[src/rtl/fifo_word_packer.sv]
`default_nettype none
// ============================================================================
//  Module      : fifo_word_packer
//  Description : Drains a synchronous FIFO and packs pairs of FIFO words into
//                double-width beats on a valid/ready stream. A flush emits a
//                trailing half-filled beat; rejected reads set a sticky flag.
//  Revision    : 1.0 - initial release
// ============================================================================
module fifo_word_packer #(
    parameter int FIFO_WIDTH = 16,
    parameter int CNT_WIDTH  = 16
) (
    input  logic                    clk,
    input  logic                    rst,
    input  logic                    fifo_empty,
    input  logic [FIFO_WIDTH-1:0]   fifo_data_out,
    input  logic                    fifo_underflow,
    output logic                    fifo_rd_en,
    input  logic                    flush,
    output logic [2*FIFO_WIDTH-1:0] m_data,
    output logic                    m_valid,
    input  logic                    m_ready,
    output logic [1:0]              m_keep,
    output logic                    m_last,
    output logic                    flush_done,
    output logic [CNT_WIDTH-1:0]    pkt_count,
    output logic                    underflow_err
);

    typedef enum logic [1:0] {
        ST_RUN        = 2'd0,
        ST_FLUSH_WAIT = 2'd1,
        ST_FLUSH_EMIT = 2'd2
    } state_t;

    localparam logic [1:0] c_MAX_INFLIGHT = 2'd2;

    state_t                  r_state;
    state_t                  w_state_nxt;

    logic                    r_pending;
    logic [FIFO_WIDTH-1:0]   r_lo;
    logic                    r_lo_vld;
    logic [FIFO_WIDTH-1:0]   r_hi;
    logic                    r_hi_vld;

    logic [1:0]              w_inflight;
    logic                    w_out_free;
    logic                    w_word_ok;
    logic                    w_word_to_lo;
    logic                    w_word_to_out;
    logic                    w_word_to_hi;
    logic                    w_pair_to_out;
    logic                    w_flush_load;
    logic                    w_accept;

    // Words staged plus the read still in flight; never exceeds two so the
    // staging registers can always absorb whatever the FIFO returns.
    assign w_inflight = {1'b0, r_lo_vld} + {1'b0, r_hi_vld} + {1'b0, r_pending};

    assign fifo_rd_en = !rst && !fifo_empty && (r_state == ST_RUN)
                        && (w_inflight < c_MAX_INFLIGHT);

    assign w_accept      = m_valid && m_ready;
    assign w_out_free    = !m_valid || m_ready;
    assign w_word_ok     = r_pending && !fifo_underflow;
    assign w_word_to_lo  = w_word_ok && !r_lo_vld;
    assign w_word_to_out = w_word_ok && r_lo_vld && w_out_free;
    assign w_word_to_hi  = w_word_ok && r_lo_vld && !w_out_free;
    // hi is only ever valid together with lo, and no read is in flight then.
    assign w_pair_to_out = r_hi_vld && w_out_free;

    // Read tracking and staging registers.
    always_ff @(posedge clk) begin
        if (rst) begin
            r_pending <= 1'b0;
            r_lo      <= '0;
            r_lo_vld  <= 1'b0;
            r_hi      <= '0;
            r_hi_vld  <= 1'b0;
        end else begin
            r_pending <= fifo_rd_en;
            if (w_word_to_lo) begin
                r_lo     <= fifo_data_out;
                r_lo_vld <= 1'b1;
            end else if (w_word_to_out || w_pair_to_out || w_flush_load) begin
                r_lo_vld <= 1'b0;
            end
            if (w_word_to_hi) begin
                r_hi     <= fifo_data_out;
                r_hi_vld <= 1'b1;
            end else if (w_pair_to_out) begin
                r_hi_vld <= 1'b0;
            end
        end
    end

    // Output beat register; contents hold while the beat is stalled.
    always_ff @(posedge clk) begin
        if (rst) begin
            m_data  <= '0;
            m_valid <= 1'b0;
            m_keep  <= 2'b00;
            m_last  <= 1'b0;
        end else if (w_word_to_out) begin
            m_data  <= {fifo_data_out, r_lo};
            m_valid <= 1'b1;
            m_keep  <= 2'b11;
            m_last  <= 1'b0;
        end else if (w_pair_to_out) begin
            m_data  <= {r_hi, r_lo};
            m_valid <= 1'b1;
            m_keep  <= 2'b11;
            m_last  <= 1'b0;
        end else if (w_flush_load) begin
            m_data  <= {{FIFO_WIDTH{1'b0}}, r_lo};
            m_valid <= 1'b1;
            m_keep  <= 2'b01;
            m_last  <= 1'b1;
        end else if (w_accept) begin
            m_valid <= 1'b0;
        end
    end

    // Accepted-beat counter and sticky rejected-read flag.
    always_ff @(posedge clk) begin
        if (rst) begin
            pkt_count     <= '0;
            underflow_err <= 1'b0;
        end else begin
            if (w_accept) begin
                pkt_count <= pkt_count + 1'b1;
            end
            if (r_pending && fifo_underflow) begin
                underflow_err <= 1'b1;
            end
        end
    end

    // Flush FSM state register.
    always_ff @(posedge clk) begin
        if (rst) begin
            r_state <= ST_RUN;
        end else begin
            r_state <= w_state_nxt;
        end
    end

    // Flush FSM: wait for in-flight data to settle, then emit any lone word.
    always_comb begin
        w_state_nxt  = r_state;
        flush_done   = 1'b0;
        w_flush_load = 1'b0;
        case (r_state)
            ST_RUN: begin
                if (flush) begin
                    w_state_nxt = ST_FLUSH_WAIT;
                end
            end
            ST_FLUSH_WAIT: begin
                if (!r_pending && !r_hi_vld) begin
                    if (r_lo_vld) begin
                        w_state_nxt = ST_FLUSH_EMIT;
                    end else begin
                        flush_done  = 1'b1;
                        w_state_nxt = ST_RUN;
                    end
                end
            end
            ST_FLUSH_EMIT: begin
                if (w_out_free) begin
                    w_flush_load = 1'b1;
                    flush_done   = 1'b1;
                    w_state_nxt  = ST_RUN;
                end
            end
            default: begin
                w_state_nxt = ST_RUN;
            end
        endcase
    end

endmodule
`default_nettype wire

[config.mk]
export PLATFORM = sky130hd
export DESIGN_NAME = fifo_word_packer
export DESIGN_NICKNAME = d
export VERILOG_FILES = /design/src/rtl/fifo_word_packer.sv
export SDC_FILE = /design/constraint.sdc
export NUM_CORES = 1
export LEC_CHECK = 0
export BUFFER_PORTS_ARGS = -buffer_cell sky130_fd_sc_hd__buf_2
export CORE_ASPECT_RATIO = 1.1
export CORE_MARGIN = 1
export CORE_UTILIZATION = 40
export DETAILED_ROUTE_END_ITERATION = 8
export GPL_TIMING_DRIVEN = 0
export PLACE_DENSITY = 0.61
export SYNTH_ARGS = -nofsm -noshare
export SYNTH_HDL_FRONTEND = slang
export SYNTH_SLANG_ARGS = --single-unit
[constraint.sdc]
create_clock -name clk -period 3 [get_ports clk]
set_input_delay 0.3 -clock clk [delete_from_list [all_inputs] [get_ports clk]]
set_output_delay 0.3 -clock clk [all_outputs]
set_load 0.05 [all_outputs]
# Yosys cells after proc, flatten, opt, wreduce, memory -nomap -nowiden
# Index checks and enable logic that the tools add are counted.
# word_totals
reg_bits	90
latch_bits	0
ramBits	0
rom_bits	0
inputBits	22
output_inout_bits	55
word_cells	75
mem_count	0
# op_classes
addsub	3
n_mul	0
n_div	0
magnitude_cmp	1
eq_ne	5
shift	0
n_mux	24
n_bitwise	0
reduce_logical	30
# ops
operator	n
$mux 32	3
$add 16x1->16 const B	1
$mux 2	7
$logic_and 1x1->1	12
$mux 1	12
$logic_not 1->1	8
$ne 2x2->1 const B	3
$pmux 2 s3	1
$reduce_bool 2->1	2
$reduce_bool 4->1	1
$logic_or 1x1->1	3
$reduce_and 3->1	1
$reduce_bool 3->1	1
$reduce_or 3->1	1
$add 1x1->2	1
$add 2x1->2	1
$eq 2x1->1 const B	1
$eq 2x2->1 const B	1
$logic_not 2->1	1
$lt 2x2->1 const B	1
$pmux 1 s2	1

# Longest topological paths before layout
# Gate-level depths: netlist (run 1).
# logic_depth
depth_word	8
ltp_mapped	8
ltp_nobuf	6

# Worst setup path before layout (run 1)
# OpenSTA, ideal clock, no wires.
# synth_timing
path_type	register to output
startpoint	reg r_pending
endpoint	out fifo_rd_en
arrival_ns	1.930
slack_ns	0.770
stages_incl_launch_ff	4
path_cell_list	dfxtp_1 -> ha_1 -> or4b_2 -> a21oi_1
# synth_between
elab_chain_cells	3
# synth_lines
element	line_no	source
start, declared	41	logic r_pending;
start signal, assigned	82	r_pending <= fifo_rd_en;
$add 2x1->2	59	assign w_inflight = {1'b0, r_lo_vld} + {1'b0, r_hi_vld} + {1'b0, r_pending};
$lt 2x2->1	62	&& (w_inflight < c_MAX_INFLIGHT);
$logic_and 1x1->1	62	
end, declared	18	output logic fifo_rd_en,
# No other way between the ends.

# Worst setup path in the final report (run 1)
# layout_timing
startpoint	reg r_state[0]
endpoint	out fifo_rd_en
# layout_between
elab_chain_cells	3
# layout_lines
element	line_no	source
start, declared	38	state_t r_state;
start signal, assigned	145	r_state <= w_state_nxt;
$logic_not 2->1	61	assign fifo_rd_en = !rst && !fifo_empty && (r_state == ST_RUN)
$logic_and 1x1->1	61	
$logic_and 1x1->1	62	
# No other way between the ends.

==> run summary, run 1 <==
Die W: 91.60 um
Num CTS Buffers: 9
Post-Synth Adder-Cell Area: 1.771%
crit path from: r_state[0]
min-delay src: fifo_empty
Worst EP required: 2.70 ns
Mapped Nets: 449
Crit Path Category: register to output pin
Tmin final: 2.284 ns
worst hold stages: 3
DRT Pass-1 Iters: 4
Distinct cells, synth: 37
Vias: 3147
# diodes: 0
Syn. warnings: 0
metal2 WL: 3928 um
initial antenna violation count: 0
largest net degree at the start of global routing: 16
max cap viols: 0
total die area: 9210 sq um
dpl hpwl: 6283 um
CP Max Fanout: 3
main combinational cell family by area after synthesis: simple AND/OR/NAND/NOR gates
Synth area leader: dfxtp_1
top area cells in the synthesized netlist: dfxtp_1, nand2_1, a21oi_1, o2bb2ai_1, and3_1
post-route ant nets: 0
Rows: 35
first-pass GRT wire length: 14080 um
CTS tree: built
DIE HEIGHT: 100.6 um
crit end category: output pin
fin util: 50.33%
Yosys top cell area share: 51.01%
fraction of synthesized area in multiplexers: 0.2834%
grt ovf: 0
H-tree levels: 3
CTS sink cnt: 90
DRC: 0
Clk Latency, worst-skew pair: 0.36 ns
Final Hold Vio Count: 0
endpoints failing setup: 0
IO Port Bufs: 76
hold_buf cts: 0
Area Growth Syn to Fin: 20.44%
clock tree buffer depth: 2
outcome: finished, final reports clean
Post-Synth XOR/XNOR Area: 2.728%
Max VDD drop: 0.0003029 V
placed cell areas: 4051 sq um
I/O Pins: 77
Power Dens Cells: 517.3 nW/um^2
number of global-route vias before repair: 2916
Detailed Route Iter0 Violations: 148
layout cell share with drive strength beyond 1: 20.23%
Core ar.: 8452 sq um
crit path launch type: register
Gate Count Post-Synth: 422
Vias/cell: 5.035
Hold Path Class: primary input to register
Yosys reg bits: 90
Total Routing Usage GR: 19.23%
RSZ-0062 raised after global routing: false
R2R depth: 6
Syn Area/Cell: 8.370 sq um
WP data arrival: 1.98 ns
Reg clk slew, reported paths: 0.09 ns
final instance area: 4254 sq um
FF-to-FF Start: r_lo_vld
clk root buf: clkbuf_8
DRT Wirelength: 8427 um
# resized after CTS: 0
Leak Pwr: 1.687 nW
Peak Freq: 437.8 MHz
number of nets in the layout: 536
final max-slew violation count: 0
post-CTS setup buffers: 0
Simple-Gate Fraction of Synth Area: 23.70%
Top Metal Used: met4
Layout Skew: 0.01181 ns
slew of the pin with the lowest slew margin: 0.5388 ns
global placement routability congestion: 0.8356
Initial Utilization: 41.79%
WL/cell: 13.48 um
worst rel slew slack: 64.08%
Compound-Gate Fraction of Synth Area: 16.79%
DRT met1 WL: 4041 um
WL met3: 322 um
Final period util: 76.14%
part of the Yosys area used for sequential elements: 51.01%
Setup TNS: 0 ns
Synth Cell Area: 3532 sq um
## logic make-up (layout without fill, tap and decap cells)
| group | after synthesis | after routing |
|---|---|---|
| buffers and inverters | 29 | 121 |
| xor gates and xnor gates | 11 | 11 |
| DFF | 90 | 90 |
| and+or+nand+nor | 182 | 182 |
| adders and majority gates | 5 | 5 |
| muxes | 1 | 1 |
| AOI/OAI and AO/OA | 104 | 104 |
## placed cells by master (no fill, tap or decap), types with 2 or more instances in the layout
cell	synthesis	routed
a21oi_1	78	78
and3_1	16	16
buf_2	4	80
clkbuf_1	19	20
clkbuf_8	1	11
clkinvlp_4	0	3
dfxtp_1	90	90
ha_1	5	5
inv_1	4	4
nand2_1	106	106
nand2b_1	2	2
nand3_1	5	5
nand4_1	6	6
nor2_1	22	22
nor2b_1	2	2
nor3_1	6	6
nor4_1	3	3
o21ai_0	6	6
o2bb2ai_1	16	16
or3_1	4	4
xnor2_1	9	9
xor2_1	2	2
## sequential cells by signal, indices dropped and copies added, names as in the netlist
name	cells
r_lo	16
r_pending	1
r_hi	16
m_last	1
m_keep	2
underflow_err	1
m_valid	1
r_lo_vld	1
r_hi_vld	1
r_state	2
m_data	32
pkt_count	16
## final timing paths
path / endpoint / slack, ns
setup / recovery: fifo_rd_en / 0.72
hold / removal: r_pending / 0.19
hold reg to reg: m_data[0] / 0.45
setup reg to reg: m_data[21] / 0.96
## Yosys cell counts
master       n
nand2_1    106
dfxtp_1     90
a21oi_1     78
nor2_1      22
clkbuf_1    19
and3_1      16
o2bb2ai_1   16
xnor2_1      9
nand4_1      6
nor3_1       6
o21ai_0      6
ha_1         5
nand3_1      5
buf_2        4
inv_1        4
or3_1        4
nor4_1       3
nand2b_1     2
nor2b_1      2
xor2_1       2
a211o_1      1
a21o_1       1
a21oi_2      1
and2_1       1
and2b_1      1
and3b_1      1
buf_6        1
clkbuf_8     1
mux2i_1      1
nand3_2      1
nand3b_1     1
nand4_2      1
nor3b_2      1
o21a_1       1
or3b_2       1
or4_4        1
or4b_2       1
## power by group
| group | switching [mW] | internal [mW] |
|---|---|---|
| Clock | 0.440 | 0.411 |
| Sequential | 0.00911 | 1.21 |
| Combinational | 0.0898 | 0.0435 |
| Total | 0.538 | 1.66 |
## metal layers
layer,vias up,GRT usage (%)
met1,1444,25.58
met2,75,30.94
met3,13,3.167
met4,0,8.303
li1,1615,-
met5,-,0
## critical path: stages (launching register included)
cell and delay, ns:
dfxtp_1 0.34, inv_1 0.08, ha_1 0.19, or4b_2 0.61, a21oi_1 0.13, buf_2 0.27
## stage by stage
| stage | setup WS (ns) | total power [mW] | hold slack (ns) | std cells |
|---|---|---|---|---|
| after CTS | 0.7169 | 2.212 | 0.1845 | 625 |
| after detailed placement | 0.9718 | 1.379 | 0.4409 | 609 |
| after global routing | 0.6485 | 2.284 | 0.1917 | 625 |
| after floorplan | 0.7698 | 1.328 | 0.4294 | 422 |
| after global placement | 0.9777 | 1.377 | 0.4368 | 609 |
| final | 0.7157 | 2.201 | 0.1914 | 625 |
## area by class of cell
| class | count | area [sq um] |
|---|---|---|
| fill | 858 | 4198 |
| sequential | 90 | 1802 |
| multi-input combinational | 303 | 1599 |
| timing repair buffer | 76 | 380.4 |
| clock buffer | 11 | 141.4 |
| tap | 111 | 138.9 |
| buffer | 25 | 116.4 |
| clock inverter | 5 | 61.31 |
| inverter | 4 | 15.01 |
Note: power is estimated with default switching activity, not from simulation.
==> run 2, diff against run 1 <==
Settings changed: PLACE_DENSITY 0.61 to 0.63.
Clock period 3 ns to 2 ns, I/O delays scaled along.
==> run summary, run 2 (synthesis results as in run 1) <==
DRT Pass-1 Iters: 4
Largest stage delay, worst path: 0.47 ns
initial antenna violation count: 0
placed cell areas: 4058 sq um
first-pass GRT wire length: 14120 um
Power Dens Cells: 748.7 nW/um^2
Die W: 91.60 um
DIE HEIGHT: 100.6 um
endpoints failing setup: 0
# diodes: 0
I/O Pins: 77
Num CTS Buffers: 9
final instance area: 4287 sq um
global placement routability congestion: 0.8016
Reg clk slew, reported paths: 0.10 ns
grt ovf: 0
number of nets in the layout: 536
number of global-route vias before repair: 3011
WP data arrival: 1.73 ns
fin util: 50.72%
largest net degree at the start of global routing: 17
DRC: 0
Max VDD drop: 0.0004990 V
total die area: 9210 sq um
outcome: finished, final reports clean
IO Port Bufs: 76
clock tree buffer depth: 2
most common cell after layout, fill and taps aside: nand2_1
area of the multi-input gates: 1628 sq um
post-route ant nets: 0
max cap viols: 0
Vias/cell: 5.030
clk root buf: clkbuf_8
Crit Path Category: register to output pin
most frequent cells in the layout: nand2_1, dfxtp_1, buf_2, a21oi_1, nor2_1
Fill cells: 850
Final Total Pwr: 3.209 mW
layout cell share with drive strength beyond 1: 23.15%
Core ar.: 8452 sq um
hold_buf cts: 0
DRT Wirelength: 8559 um
delay-heaviest family, CP: simple AND/OR/NAND/NOR gates
Top reg by flops: m_data
total buffers and inverters traversed by the critical path: 2
Layout Skew: 0.01419 ns
cell chain of the critical path: inv_1, ha_2, or4b_4, a21oi_2, buf_6
crit path launch type: register
Clk Latency, worst-skew pair: 0.36 ns
CTS tree: built
Vias: 3144
CP Max Fanout: 3
Detailed Route Iter0 Violations: 118
Tmin final: 1.929 ns
pre-CTS setup slack: 0.005555 ns
Initial Utilization: 41.79%
crit end category: output pin
WL/cell: 13.69 um
Final period util: 96.47%
final max-slew violation count: 0
dpl hpwl: 6349 um
Leak Pwr: 1.707 nW
Final Hold Vio Count: 0
Rows: 35
Area Growth Syn to Fin: 21.36%
final worst slack: 0.07070 ns
Storage cell area: 1808 sq um
H-tree levels: 3
Peak Freq: 518.3 MHz
slowest cell on the critical path: or4b_4
Total Routing Usage GR: 19.28%
Worst EP required: 1.80 ns
Hold Path Class: primary input to register
slew of the pin with the lowest slew margin: 0.5156 ns
worst rel slew slack: 65.63%
CTS sink cnt: 90
max reg flops: 32
Setup TNS: 0 ns
## run 2: what timing repair did
action / CTS / global route
setup endpoints to repair: 17 / 34
hold endpoints to repair: 0 / 0
buffers inserted: 0 / 2
resized for setup: 5 / 10
pin swaps: 0 / 2
## run 2: final cells by class
cell class,instances,share of cell area (%)
inverter,4,0.3503
sequential,90,42.18
tap,111,3.240
clock buffer,10,3.211
buffer,23,2.569
multi-input combinational,303,37.97
clock inverter,6,1.109
timing repair buffer,78,9.370
## run 2: layer usage
layer | vias up | wire length [um] | GRT usage, %
met5 | - | 0 | 0
met3 | 4 | 390 | 4.751
met4 | 0 | 53 | 6.960
li1 | 1607 | - | -
met1 | 1452 | 4135 | 24.95
met2 | 81 | 3980 | 31.29
## run 2: path summary, 6_finish.rpt
kind	slack, ns	end	start	cells past startpoint
hold / removal	0.10	r_pending	fifo_empty	3
setup reg to reg	0.14	r_hi[13]	r_lo_vld	6
setup / recovery	0.07	fifo_rd_en	r_state[0]	5
hold reg to reg	0.45	m_data[4]	m_data[4]	2
## run 2: worst register-to-register path, cell delays in order, from the launching register on
cell and delay, ns:
dfxtp_1 0.36, buf_2 0.19, and3b_1 0.40, nand2_1 0.26
clkbuf_1 0.30, nand2_1 0.13, a21oi_1 0.07
## run 2: stage by stage
stage / cells / hold slack (ns)
floorplan: 422 / 0.3333
global placement: 609 / 0.4373
detailed placement: 609 / 0.4432
CTS: 625 / 0.08850
global route: 625 / 0.09372
finish: 625 / 0.1027
## run 2: power breakdown
part           total (mW)  switching [mW]  internal [mW]
clock network        1.17           0.670          0.499
registers            1.83          0.0147           1.81
logic               0.213           0.139         0.0741
